## src/rtl/serial_sub_nbit_pkg.sv

```systemverilog
// Shared definitions for the bit-serial subtractor: FSM encoding and default width.
package serial_sub_nbit_pkg;

  typedef enum logic {
    ST_IDLE  = 1'b0,
    ST_SHIFT = 1'b1
  } state_e;

  localparam int DEFAULT_WIDTH = 8;

endpackage

```

## src/rtl/serial_sub_nbit_if.sv

```systemverilog
// Request/result bundle between a requester and the bit-serial subtractor.
interface serial_sub_nbit_if #(
  parameter int WIDTH = serial_sub_nbit_pkg::DEFAULT_WIDTH
);
  logic             start;
  logic [WIDTH-1:0] a;
  logic [WIDTH-1:0] b;
  logic             bin;
  logic             busy;
  logic             done;
  logic [WIDTH-1:0] diff;
  logic             bout;
  logic             ovf;

  modport master (output start, a, b, bin, input busy, done, diff, bout, ovf);
  modport slave  (input start, a, b, bin, output busy, done, diff, bout, ovf);
endinterface

```

## src/rtl/serial_sub_nbit_fs_cell_1bit.sv

```systemverilog
// Combinational 1-bit full subtractor: diff = x - y - bin, with borrow out.
module fs_cell_1bit (
  input  logic x,
  input  logic y,
  input  logic bin,
  output logic diff,
  output logic bout
);
  assign diff = x ^ y ^ bin;
  assign bout = (~x & y) | (~(x ^ y) & bin);
endmodule

```

## src/rtl/serial_sub_nbit.sv

```systemverilog
// Bit-serial subtractor: one bit per clock, LSB first, through a single
// full-subtractor cell and a borrow flop; result registered on completion.
module serial_sub_nbit
  import serial_sub_nbit_pkg::*;
#(
  parameter int WIDTH = DEFAULT_WIDTH
) (
  input logic             clk,
  input logic             rst_n,
  serial_sub_nbit_if.slave bus
);

  localparam int               CNT_W = $clog2(WIDTH);
  localparam logic [CNT_W-1:0] LAST  = CNT_W'(WIDTH - 1);

  state_e           state_q, state_d;
  logic [WIDTH-1:0] a_sr_q, a_sr_d;
  logic [WIDTH-1:0] b_sr_q, b_sr_d;
  logic [WIDTH-1:0] d_sr_q, d_sr_d;
  logic             brw_q, brw_d;
  logic [CNT_W-1:0] cnt_q, cnt_d;
  logic             a_msb_q, a_msb_d;
  logic             b_msb_q, b_msb_d;
  logic             busy_q, busy_d;
  logic             done_q, done_d;
  logic [WIDTH-1:0] diff_q, diff_d;
  logic             bout_q, bout_d;
  logic             ovf_q, ovf_d;

  logic cell_d, cell_bo;

  fs_cell_1bit u_cell (
    .x    (a_sr_q[0]),
    .y    (b_sr_q[0]),
    .bin  (brw_q),
    .diff (cell_d),
    .bout (cell_bo)
  );

  always_comb begin
    state_d = state_q;
    a_sr_d  = a_sr_q;
    b_sr_d  = b_sr_q;
    d_sr_d  = d_sr_q;
    brw_d   = brw_q;
    cnt_d   = cnt_q;
    a_msb_d = a_msb_q;
    b_msb_d = b_msb_q;
    busy_d  = busy_q;
    done_d  = 1'b0;
    diff_d  = diff_q;
    bout_d  = bout_q;
    ovf_d   = ovf_q;
    case (state_q)
      ST_IDLE: begin
        if (bus.start) begin
          state_d = ST_SHIFT;
          a_sr_d  = bus.a;
          b_sr_d  = bus.b;
          brw_d   = bus.bin;
          cnt_d   = '0;
          a_msb_d = bus.a[WIDTH-1];
          b_msb_d = bus.b[WIDTH-1];
          busy_d  = 1'b1;
        end
      end
      ST_SHIFT: begin
        a_sr_d = a_sr_q >> 1;
        b_sr_d = b_sr_q >> 1;
        brw_d  = cell_bo;
        d_sr_d = {cell_d, d_sr_q[WIDTH-1:1]};
        if (cnt_q == LAST) begin
          // cell_d is the result MSB on this edge, so overflow needs no extra cycle
          state_d = ST_IDLE;
          busy_d  = 1'b0;
          done_d  = 1'b1;
          diff_d  = {cell_d, d_sr_q[WIDTH-1:1]};
          bout_d  = cell_bo;
          ovf_d   = (a_msb_q != b_msb_q) && (cell_d != a_msb_q);
        end else begin
          cnt_d = cnt_q + CNT_W'(1);
        end
      end
      default: state_d = ST_IDLE;
    endcase
  end

  always_ff @(posedge clk or negedge rst_n) begin
    if (!rst_n) begin
      state_q <= ST_IDLE;
      a_sr_q  <= '0;
      b_sr_q  <= '0;
      d_sr_q  <= '0;
      brw_q   <= 1'b0;
      cnt_q   <= '0;
      a_msb_q <= 1'b0;
      b_msb_q <= 1'b0;
      busy_q  <= 1'b0;
      done_q  <= 1'b0;
      diff_q  <= '0;
      bout_q  <= 1'b0;
      ovf_q   <= 1'b0;
    end else begin
      state_q <= state_d;
      a_sr_q  <= a_sr_d;
      b_sr_q  <= b_sr_d;
      d_sr_q  <= d_sr_d;
      brw_q   <= brw_d;
      cnt_q   <= cnt_d;
      a_msb_q <= a_msb_d;
      b_msb_q <= b_msb_d;
      busy_q  <= busy_d;
      done_q  <= done_d;
      diff_q  <= diff_d;
      bout_q  <= bout_d;
      ovf_q   <= ovf_d;
    end
  end

  assign bus.busy = busy_q;
  assign bus.done = done_q;
  assign bus.diff = diff_q;
  assign bus.bout = bout_q;
  assign bus.ovf  = ovf_q;

endmodule

```

## src/flat_wrapper.sv

```systemverilog
// flat-port wrapper written by rule: the top's interface ports become plain ports
module serial_sub_nbit_flat import serial_sub_nbit_pkg::*;
#(
  parameter int WIDTH = DEFAULT_WIDTH
)
  (clk, rst_n, bus_start, bus_a, bus_b, bus_bin, bus_busy, bus_done, bus_diff, bus_bout, bus_ovf);
  serial_sub_nbit_if #(.WIDTH(WIDTH)) bus_i ();
  input logic clk;
  input logic rst_n;
  input wire logic [$bits(bus_i.start)-1:0] bus_start;
  input wire logic [$bits(bus_i.a)-1:0] bus_a;
  input wire logic [$bits(bus_i.b)-1:0] bus_b;
  input wire logic [$bits(bus_i.bin)-1:0] bus_bin;
  output wire logic [$bits(bus_i.busy)-1:0] bus_busy;
  output wire logic [$bits(bus_i.done)-1:0] bus_done;
  output wire logic [$bits(bus_i.diff)-1:0] bus_diff;
  output wire logic [$bits(bus_i.bout)-1:0] bus_bout;
  output wire logic [$bits(bus_i.ovf)-1:0] bus_ovf;
  assign bus_i.start = bus_start;
  assign bus_i.a = bus_a;
  assign bus_i.b = bus_b;
  assign bus_i.bin = bus_bin;
  assign bus_busy = bus_i.busy;
  assign bus_done = bus_i.done;
  assign bus_diff = bus_i.diff;
  assign bus_bout = bus_i.bout;
  assign bus_ovf = bus_i.ovf;
  serial_sub_nbit #(.WIDTH(WIDTH)) u_core (.clk(clk), .rst_n(rst_n), .bus(bus_i));
endmodule
```

## config.mk

```make
export PLATFORM = sky130hd
export DESIGN_NAME = serial_sub_nbit_flat
export DESIGN_NICKNAME = d
export VERILOG_FILES = /design/src/rtl/serial_sub_nbit_pkg.sv /design/src/rtl/serial_sub_nbit_if.sv /design/src/rtl/serial_sub_nbit_fs_cell_1bit.sv /design/src/rtl/serial_sub_nbit.sv /design/src/flat_wrapper.sv
export SDC_FILE = /design/constraint.sdc
export NUM_CORES = 1
export LEC_CHECK = 0
export CELL_PAD_IN_SITES_DETAIL_PLACEMENT = 1
export CELL_PAD_IN_SITES_GLOBAL_PLACEMENT = 1
export CORE_MARGIN = 1
export CORE_UTILIZATION = 40
export CTS_BUF_LIST = sky130_fd_sc_hd__clkbuf_4 sky130_fd_sc_hd__clkbuf_8 sky130_fd_sc_hd__clkbuf_16
export CTS_CLUSTER_SIZE = 25
export DETAILED_ROUTE_END_ITERATION = 12
export PLACE_DENSITY_LB_ADDON = 0.1
export SLEW_MARGIN = 15
export SYNTH_ARGS = -nofsm -noshare
export SYNTH_HDL_FRONTEND = slang
export SYNTH_SLANG_ARGS = --single-unit
```

## constraint.sdc

```tcl
create_clock -name clk -period 1.85 [get_ports clk]
set_input_delay 0.4625 -clock clk [delete_from_list [all_inputs] [get_ports clk]]
set_output_delay 0.4625 -clock clk [all_outputs]
set_load 0.05 [all_outputs]
```

# After elaboration in Yosys (flattened, before gate mapping)
# Index checks and enable logic that the tools add are counted.
# Widths: inputs -> output; s select.
# word_totals
register_bits,43
in_bits,20
# classes
reduce_logical,5
add_sub_neg,1
n_eq_ne,6
muxes,17
n_bitwise,8
# op_table
cell,count
$pmux 8 s2,2
$mux 8,2
$reduce_and 2->1,4
$mux 1,7
$mux 3,2
$ne 2x2->1 const B,3
$pmux 1 s2,3
$pmux 3 s2,1
$add 3x1->3 const B,1
$eq 3x3->1 const B,1
$not 1->1,3
$and 1x1->1,2
$ne 1x1->1,2
$xor 1x1->1,2
$logic_and 1x1->1,1
$or 1x1->1,1

# Depth between registers and ports, before layout
# Gate-level depths: netlist of the first run.
# depth
ltp_word,5
depth_mapped,6

# By module
# A second synthesis of the first run with hierarchy kept.
# unflattened
cells_unflattened,143
hier_area_um2,1841.8
# by_module_without_submodules
mod,area_per_inst_um2,cells_per_inst,n_inst,seq_area_each_um2
serial_sub_nbit,1810.5,139,1,1051.0
fs_cell_1bit,31.3,4,1,0.0

# Worst setup path before layout of the first run
# OpenSTA, ideal clock, no wires.
# synth_path
kind,register to register
from,register u_core.cnt_q[0]
to,register u_core.cnt_q[1]
synth_period_minus_slack_ns,1.490
arrival_time_ns,1.369
setup_ns,0.121
stages_incl_launch_ff,6
n_path_buf,1
slack_ns,0.360
cell_sequence,dfrtp_1 ha_1 ha_1 buf_6 mux2_4 a22o_1
# synth_via
elab_chain_len,3
word_cells_on_any_way,6
# synth_rtl
item,line,rtl
start: declaration,serial_sub_nbit.sv:21,"logic [CNT_W-1:0] cnt_q, cnt_d;"
start signal: assignment,serial_sub_nbit.sv:109,cnt_q <= cnt_d;
$add 3x1->3 / $eq 3x3->1 (equally long branches),"serial_sub_nbit.sv:81, serial_sub_nbit.sv:72",
$mux 3 / $ne 2x2->1 (equally long branches),--,
$pmux 3 s2 / $reduce_and 2->1 (equally long branches),--,
# Parallel ways exist; a longest one is shown, timed or not. The select of a mux whose other input is x is not followed.
# A chain may end at the register's enable or synchronous reset.

# Final worst setup path of the first run
# layout_path
from,register u_core.cnt_q[1]
to,register u_core.diff_q[2] (netlist: u_core.bus.diff[2])
# layout_via
elab_chain_len,2
# layout_rtl
item,line,rtl
$eq 3x3->1,serial_sub_nbit.sv:72,if (cnt_q == LAST) begin
$reduce_and 2->1 (no source line),--,
end signal: assignment,serial_sub_nbit.sv:114,diff_q <= diff_d;
end: declaration,serial_sub_nbit.sv:26,"logic [WIDTH-1:0] diff_q, diff_d;"
# No other way between the ends.

==> results of run 1 <==
-- metrics by stage --
step	area (µm²)	power [W]	hold WS, ns	std cells	worst slack (ns)
2_1_floorplan	1860	0.00301	0.167	141	0.360
3_3_place_gp	2170	0.00341	0.463	221	0.183
3_5_place_dp	2170	0.00352	0.481	221	0.152
4_1_cts	2280	0.00428	0.161	228	0.127
5_1_grt	2280	0.00451	0.181	228	0.0426
6_report	2280	0.00420	0.151	228	0.160
-- layer usage --
layer  vias up  part of all wire [%]  GRT usage (%)  wire (µm)
met1       573                    45           22.0       1610
met3         8                   4.4           4.62        157
met2        22                    49           26.6       1740
li1        551                     -              -          -
met4         0                   1.5           6.00         53
met5         -                     0              0          0
-- final timing paths --
check / endpoint / slack [ns] / cells past startpoint
setup / recovery: u_core.bus.diff[2]$_DFFE_PN0P_ / 0.16 / 5
hold / removal: u_core.b_sr_q[6]$_DFFE_PN0P_ / 0.15 / 1
setup reg to reg: u_core.bus.diff[2]$_DFFE_PN0P_ / 0.16 / 5
hold reg to reg: u_core.a_sr_q[2]$_DFFE_PN0P_ / 0.49 / 2
max in group asynchronous: u_core.b_sr_q[0]$_DFFE_PN0P_ / 1.12 / 2
min in group clk: u_core.a_sr_q[2]$_DFFE_PN0P_ / 0.49 / 2
-- registers in the layout (all words and copies together), names as in the netlist --
name             cells
u_core.bus.done      1
u_core.brw_q         1
u_core.bus.diff      8
u_core.state_q       1
u_core.a_sr_q        8
u_core.d_sr_q        7
u_core.bus.busy      1
u_core.b_sr_q        8
u_core.b_msb_q       1
u_core.a_msb_q       1
u_core.cnt_q         3
u_core.bus.ovf       1
u_core.bus.bout      1
-- report_power, final --
| part | internal [W] | switching, W | leakage [nW] |
|---|---|---|---|
| Clock | 0.000432 | 0.000305 | 0.0573 |
| Combinational | 0.000816 | 0.00102 | 0.496 |
| Sequential | 0.00134 | 0.000286 | 0.522 |
-- cell usage after synthesis --
library cell,number
buf_2,2
a21oi_1,1
nor2_1,5
nor2b_2,1
nand2_1,14
xnor2_1,1
a31oi_1,1
inv_4,1
ha_1,3
mux2i_1,19
or3b_1,1
buf_1,1
dfrtp_1,42
nand3b_1,1
inv_1,4
mux2_2,17
o21ai_1,6
o22ai_1,1
buf_6,4
buf_12,1
fa_1,1
o21ai_0,8
mux2_4,2
nand2_8,1
a22o_1,3
-- layout make-up --
cell class                      count  area, µm²
Clock inverter                      1       30.0
Inverter                            5       21.3
Sequential cell                    42       1050
Fill cell                         449       2130
Timing Repair Buffer               36        325
Multi-Input combinational cell     86        708
Tap cell                           52       65.1
Clock buffer                        6       82.6
-- cell families after synthesis --
| group | after synthesis | share of synthesized area (%) |
|---|---|---|
| compound gates | 20 | 6.12 |
| xor+xnor | 1 | 0.471 |
| fa+ha+maj | 4 | 3.10 |
| buf+inv | 13 | 5.38 |
| flops | 42 | 56.5 |
| mux | 38 | 22.1 |
| simple gates | 23 | 6.26 |
==> reports/qor.txt, run 1 <==
outcome - finished clean
# diodes - 0
first drt pass iteration count - 4
crit end category - register
commonest non-fill, non-tap cell in the layout - dfrtp_1
largest net degree at the start of global routing - 26
startpoint type of the worst setup path - register
Area growth syn-to-layout - 22.8%
WL final - 3560 µm
Post-DRT Antenna Nets - 0
Cells after Synth - 141
most frequent cells in the layout - dfrtp_1, mux2i_1, clkdlybuf4s50_1, mux2_2, buf_4
via/cell ratio - 5.06
Synth Net Count - 165
Reg-to-Reg Start - u_core.cnt_q[1]$_DFFE_PN0P_
first-pass GRT wire length - 6380 µm
drt initial violations - 61
Req. time, crit path - 2.03 ns
worst hold path type - in2async
Pwr Density - 1840 nW/µm²
drt wl/cell - 15.6 µm
Post-CTS Setup Inserts - 0
core area - 4410 µm²
# clock sinks - 42
routed via count - 1154
synth unique cells - 25
Initial Util - 42.1%
synth top area cells - dfrtp_1, mux2_2, mux2i_1
CP Class - reg2reg
Crit path buffers/inverters - 1
Fin Clk Skew - 0.00677 ns
Avg Cell Area, Syn - 13.2 µm²
Hold-fix buffers, CTS - 0
setup TNS - 0 ns
number of global-route vias before repair - 1271
Worst-Skew Late Latency - 0.29 ns
Final HPWL DP - 2510 µm
final setup vio count - 0
Seq/Total Area, Yosys - 56.5%
Die X - 70.2 µm
fraction of layout cells with a size suffix above 1 - 26.7%
post-synth top area share - 56.5%
post-synth top area cell - dfrtp_1
Root Driver - clkbuf_8
Crit path max-delay family - adder cells
unrepaired setup endpoints after global routing - no
GRT Resource Usage Total - 16.8%
min cycle time layout - 1.69 ns
period utilization - 91.3%
critical-path maximum fanout - 8
number of synthesis warnings - 0
nets - 200
# DRC - 0
cts bufs inserted - 5
Layout Utilization - 51.7%
clock-pin slew on the worst setup and hold paths - 0.08 ns
IR drop worst, VDD - 0.000807 V
initial antenna violation count - 0
clk buf depth - 2
Routability Congestion - 0.727
max_cap viols - 0
Seq cells post-synth - 42
cell row count - 24
Slew HR - 62.4%
critical path cell sequence - ha_1 -> ha_1 -> nand2_8 -> inv_4 -> mux2_2
CTS tree - done
Die H - 70.2 µm
grt ovf - 0
Buffers on Ports - 31
Worst Setup SP - u_core.cnt_q[1]$_DFFE_PN0P_
Pleak - 1.07 nW
die area - 4920 µm²
Worst Path Arrival - 1.87 ns
H-Tree Depth - 2
Worst-Margin Slew - 0.565 ns
Slowest Stage Delay on Critical Path - 0.41 ns
mapped cell area - 1860 µm²
most frequent CP cell - ha_1
fmax - 592 MHz
Max Slew Vio Count - 0
Post-CTS Resized - 0
highest-delay cell along the critical path - ha_1
num ports - 32
Hold Violations, Final - 0
No activity file was read; power rests on OpenSTA's default activity.
==> inputs of run 2 (changes only) <==
--- a/config.mk
+++ b/config.mk
@@ -5,14 +5,12 @@
 export SDC_FILE = /design/constraint.sdc
 export NUM_CORES = 1
 export LEC_CHECK = 0
-export CELL_PAD_IN_SITES_DETAIL_PLACEMENT = 1
-export CELL_PAD_IN_SITES_GLOBAL_PLACEMENT = 1
+export CORE_ASPECT_RATIO = 0.7
 export CORE_MARGIN = 1
 export CORE_UTILIZATION = 40
 export CTS_BUF_LIST = sky130_fd_sc_hd__clkbuf_4 sky130_fd_sc_hd__clkbuf_8 sky130_fd_sc_hd__clkbuf_16
 export CTS_CLUSTER_SIZE = 25
 export DETAILED_ROUTE_END_ITERATION = 12
-export PLACE_DENSITY_LB_ADDON = 0.1
 export SLEW_MARGIN = 15
 export SYNTH_ARGS = -nofsm -noshare
 export SYNTH_HDL_FRONTEND = slang
==> run 2 against run 1 <==
Sequential power hardly changed. Largest power group unchanged. Flip-flop and latch count unchanged. First-iteration DRC count grew 4.9%. Register-to-register slack improved by 0.02 ns.
==> reports/qor.txt, run 2 (same netlist as run 1, synthesis figures left out) <==
final setup vio count - 0 (unchanged)
Pint - 0.00255 W (was 0.00259 W)
# diodes - 0 (unchanged)
Root Driver - clkbuf_8 (unchanged)
H-Tree Depth - 2 (unchanged)
Routability Congestion - 0.704 (was 0.727)
initial antenna violation count - 0 (unchanged)
Reg power frac - 39.1% (was 38.7%)
fraction of layout cells with a size suffix above 1 - 27.1% (was 26.7%)
Post-DRT Antenna Nets - 0 (unchanged)
reg2reg setup slack - 0.18 ns (was 0.16 ns)
switch share - 38.6% (was 38.4%)
CTS tree - done (unchanged)
WL final - 3200 µm (was 3560 µm)
die area - 4930 µm² (was 4920 µm²)
worst hold path type - in2async (unchanged)
Pwr Density - 1820 nW/µm² (was 1840 nW/µm²)
Buffers on Ports - 31 (unchanged)
Max Slew Vio Count - 0 (unchanged)
Pleak - 1.08 nW (was 1.07 nW)
nets - 200 (unchanged)
most frequent cells in the layout - dfrtp_1, mux2i_1, clkdlybuf4s50_1, mux2_2, buf_4 (unchanged)
# clock sinks - 42 (unchanged)
first drt pass iteration count - 4 (unchanged)
Post-CTS Setup Inserts - 0 (unchanged)
Top Usage Layer GRT - met2 (unchanged)
# DRC - 0 (unchanged)
largest net degree at the start of global routing - 26 (unchanged)
number of global-route vias before repair - 1121 (was 1271)
min cycle time layout - 1.67 ns (was 1.69 ns)
Worst-Margin Slew - 0.438 ns (was 0.565 ns)
highest-delay cell along the critical path - ha_1 (unchanged)
num ports - 32 (unchanged)
Die X - 83.5 µm (was 70.2 µm)
Layout Utilization - 51.8% (was 51.7%)
clk buf depth - 2 (unchanged)
most frequent CP cell - ha_1 (unchanged)
routed via count - 1158 (was 1154)
Area growth syn-to-layout - 22.8% (unchanged)
crit end category - register (unchanged)
Hold-fix buffers, CTS - 0 (unchanged)
drt initial violations - 64 (was 61)
Initial Util - 42.2% (was 42.1%)
Hold Violations, Final - 0 (unchanged)
Final HPWL DP - 2230 µm (was 2510 µm)
commonest non-fill, non-tap cell in the layout - dfrtp_1 (unchanged)
period utilization - 90.2% (was 91.3%)
Reg-to-Reg Start - u_core.cnt_q[0]$_DFFE_PN0P_ (was u_core.cnt_q[1]$_DFFE_PN0P_)
IR drop worst, VDD - 0.000833 V (was 0.000807 V)
fmax - 599 MHz (was 592 MHz)
met1 Usage GRT - 18.9% (was 22.0%)
CP Class - reg2reg (unchanged)
Worst-Skew Late Latency - 0.29 ns (about the same)
Slew HR - 70.8% (was 62.4%)
startpoint type of the worst setup path - register (unchanged)
Net Sw Power - 0.00160 W (was 0.00161 W)
cts bufs inserted - 5 (unchanged)
core area - 4400 µm² (was 4410 µm²)
Worst Setup SP - u_core.cnt_q[0]$_DFFE_PN0P_ (was u_core.cnt_q[1]$_DFFE_PN0P_)
GRT Resource Usage Total - 14.6% (was 16.8%)
combinational power share - 44.1% (was 43.7%)
Clk pwr share - 16.8% (was 17.5%)
clock-pin slew on the worst setup and hold paths - 0.08 ns (about the same)
Slowest Stage Delay on Critical Path - 0.43 ns (was 0.41 ns)
drt wl/cell - 13.8 µm (was 15.6 µm)
Fin Clk Skew - 0.00602 ns (was 0.00677 ns)
Req. time, crit path - 2.03 ns (about the same)
first-pass GRT wire length - 5440 µm (was 6380 µm)
Die H - 59.0 µm (was 70.2 µm)
via/cell ratio - 4.99 (was 5.06)
max_cap viols - 0 (unchanged)
outcome - finished clean (unchanged)
critical-path maximum fanout - 8 (unchanged)
met2 GRT Util - 23.5% (was 26.6%)
Post-CTS Resized - 0 (unchanged)
grt ovf - 0 (unchanged)
unrepaired setup endpoints after global routing - no (unchanged)
Worst Path Arrival - 1.85 ns (was 1.87 ns)
met3 usage - 3.90% (was 4.62%)
setup TNS - 0 ns (unchanged)
critical path cell sequence - ha_1 -> ha_1 -> nand2_8 -> inv_4 -> mux2_2 (unchanged)
cell row count - 20 (was 24)
-- run 2: power by group through the flow --
stage / combinational [W] / clock, W / sequential, W
final: 0.00183 / 0.000699 / 0.00162
after global routing: 0.00199 / 0.000764 / 0.00168
after CTS: 0.00186 / 0.000726 / 0.00162
after detailed placement: 0.00185 / 0 / 0.00163
after global placement: 0.00179 / 0 / 0.00161
after floorplan: 0.00102 / 0 / 0.00199
-- run 2: per-layer routing --
metal  vias to the layer above  part of all wire [%]
met5                         -                     0
met4                         0                   1.0
met3                         4                   4.3
met2                        26                    47
met1                       575                    47
li1                        553                     -
-- run 2: worst max-delay path: cells and delay by family, from the launching register on --
family | cells | cell delay (ns)
fa+ha+maj | 2 | 0.62
buf+inv | 1 | 0.10
flops | 1 | 0.39
mux | 1 | 0.33
simple gates | 1 | 0.13
-- run 2: worst paths after layout --
kind / end / cells past startpoint
max in group asynchronous: u_core.a_sr_q[7]$_DFFE_PN0P_ / 2
worst max register to register: u_core.bus.diff[2]$_DFFE_PN0P_ / 5
worst min-delay path: u_core.bus.diff[5]$_DFFE_PN0P_ / 1
worst min register to register: u_core.a_sr_q[1]$_DFFE_PN0P_ / 2
worst max-delay path: u_core.bus.diff[2]$_DFFE_PN0P_ / 5
min in group clk: u_core.a_sr_q[1]$_DFFE_PN0P_ / 2
-- run 2: layout make-up --
class                   instances  area, µm²
clock buffers                   5       68.8
clock inverters                 3       40.0
flip-flops and latches         42       1050
repair buffers                 36        325
well taps                      55       68.8
fillers                       391       2120
multi-input cells              86        708
inverters                       5       21.3
-- run 2: metrics by stage --
| step | hold slack [ns] | cell area, µm² | cells | power [W] | setup WS, ns |
|---|---|---|---|---|---|
| 3_3_place_gp | 0.413 | 2170 | 224 | 0.00340 | 0.192 |
| 2_1_floorplan | 0.167 | 1860 | 141 | 0.00301 | 0.360 |
| 4_1_cts | 0.107 | 2280 | 232 | 0.00421 | 0.163 |
| 6_report | 0.106 | 2280 | 232 | 0.00415 | 0.181 |
| 5_1_grt | 0.121 | 2280 | 232 | 0.00443 | 0.0808 |
| 3_5_place_dp | 0.427 | 2170 | 224 | 0.00348 | 0.152 |
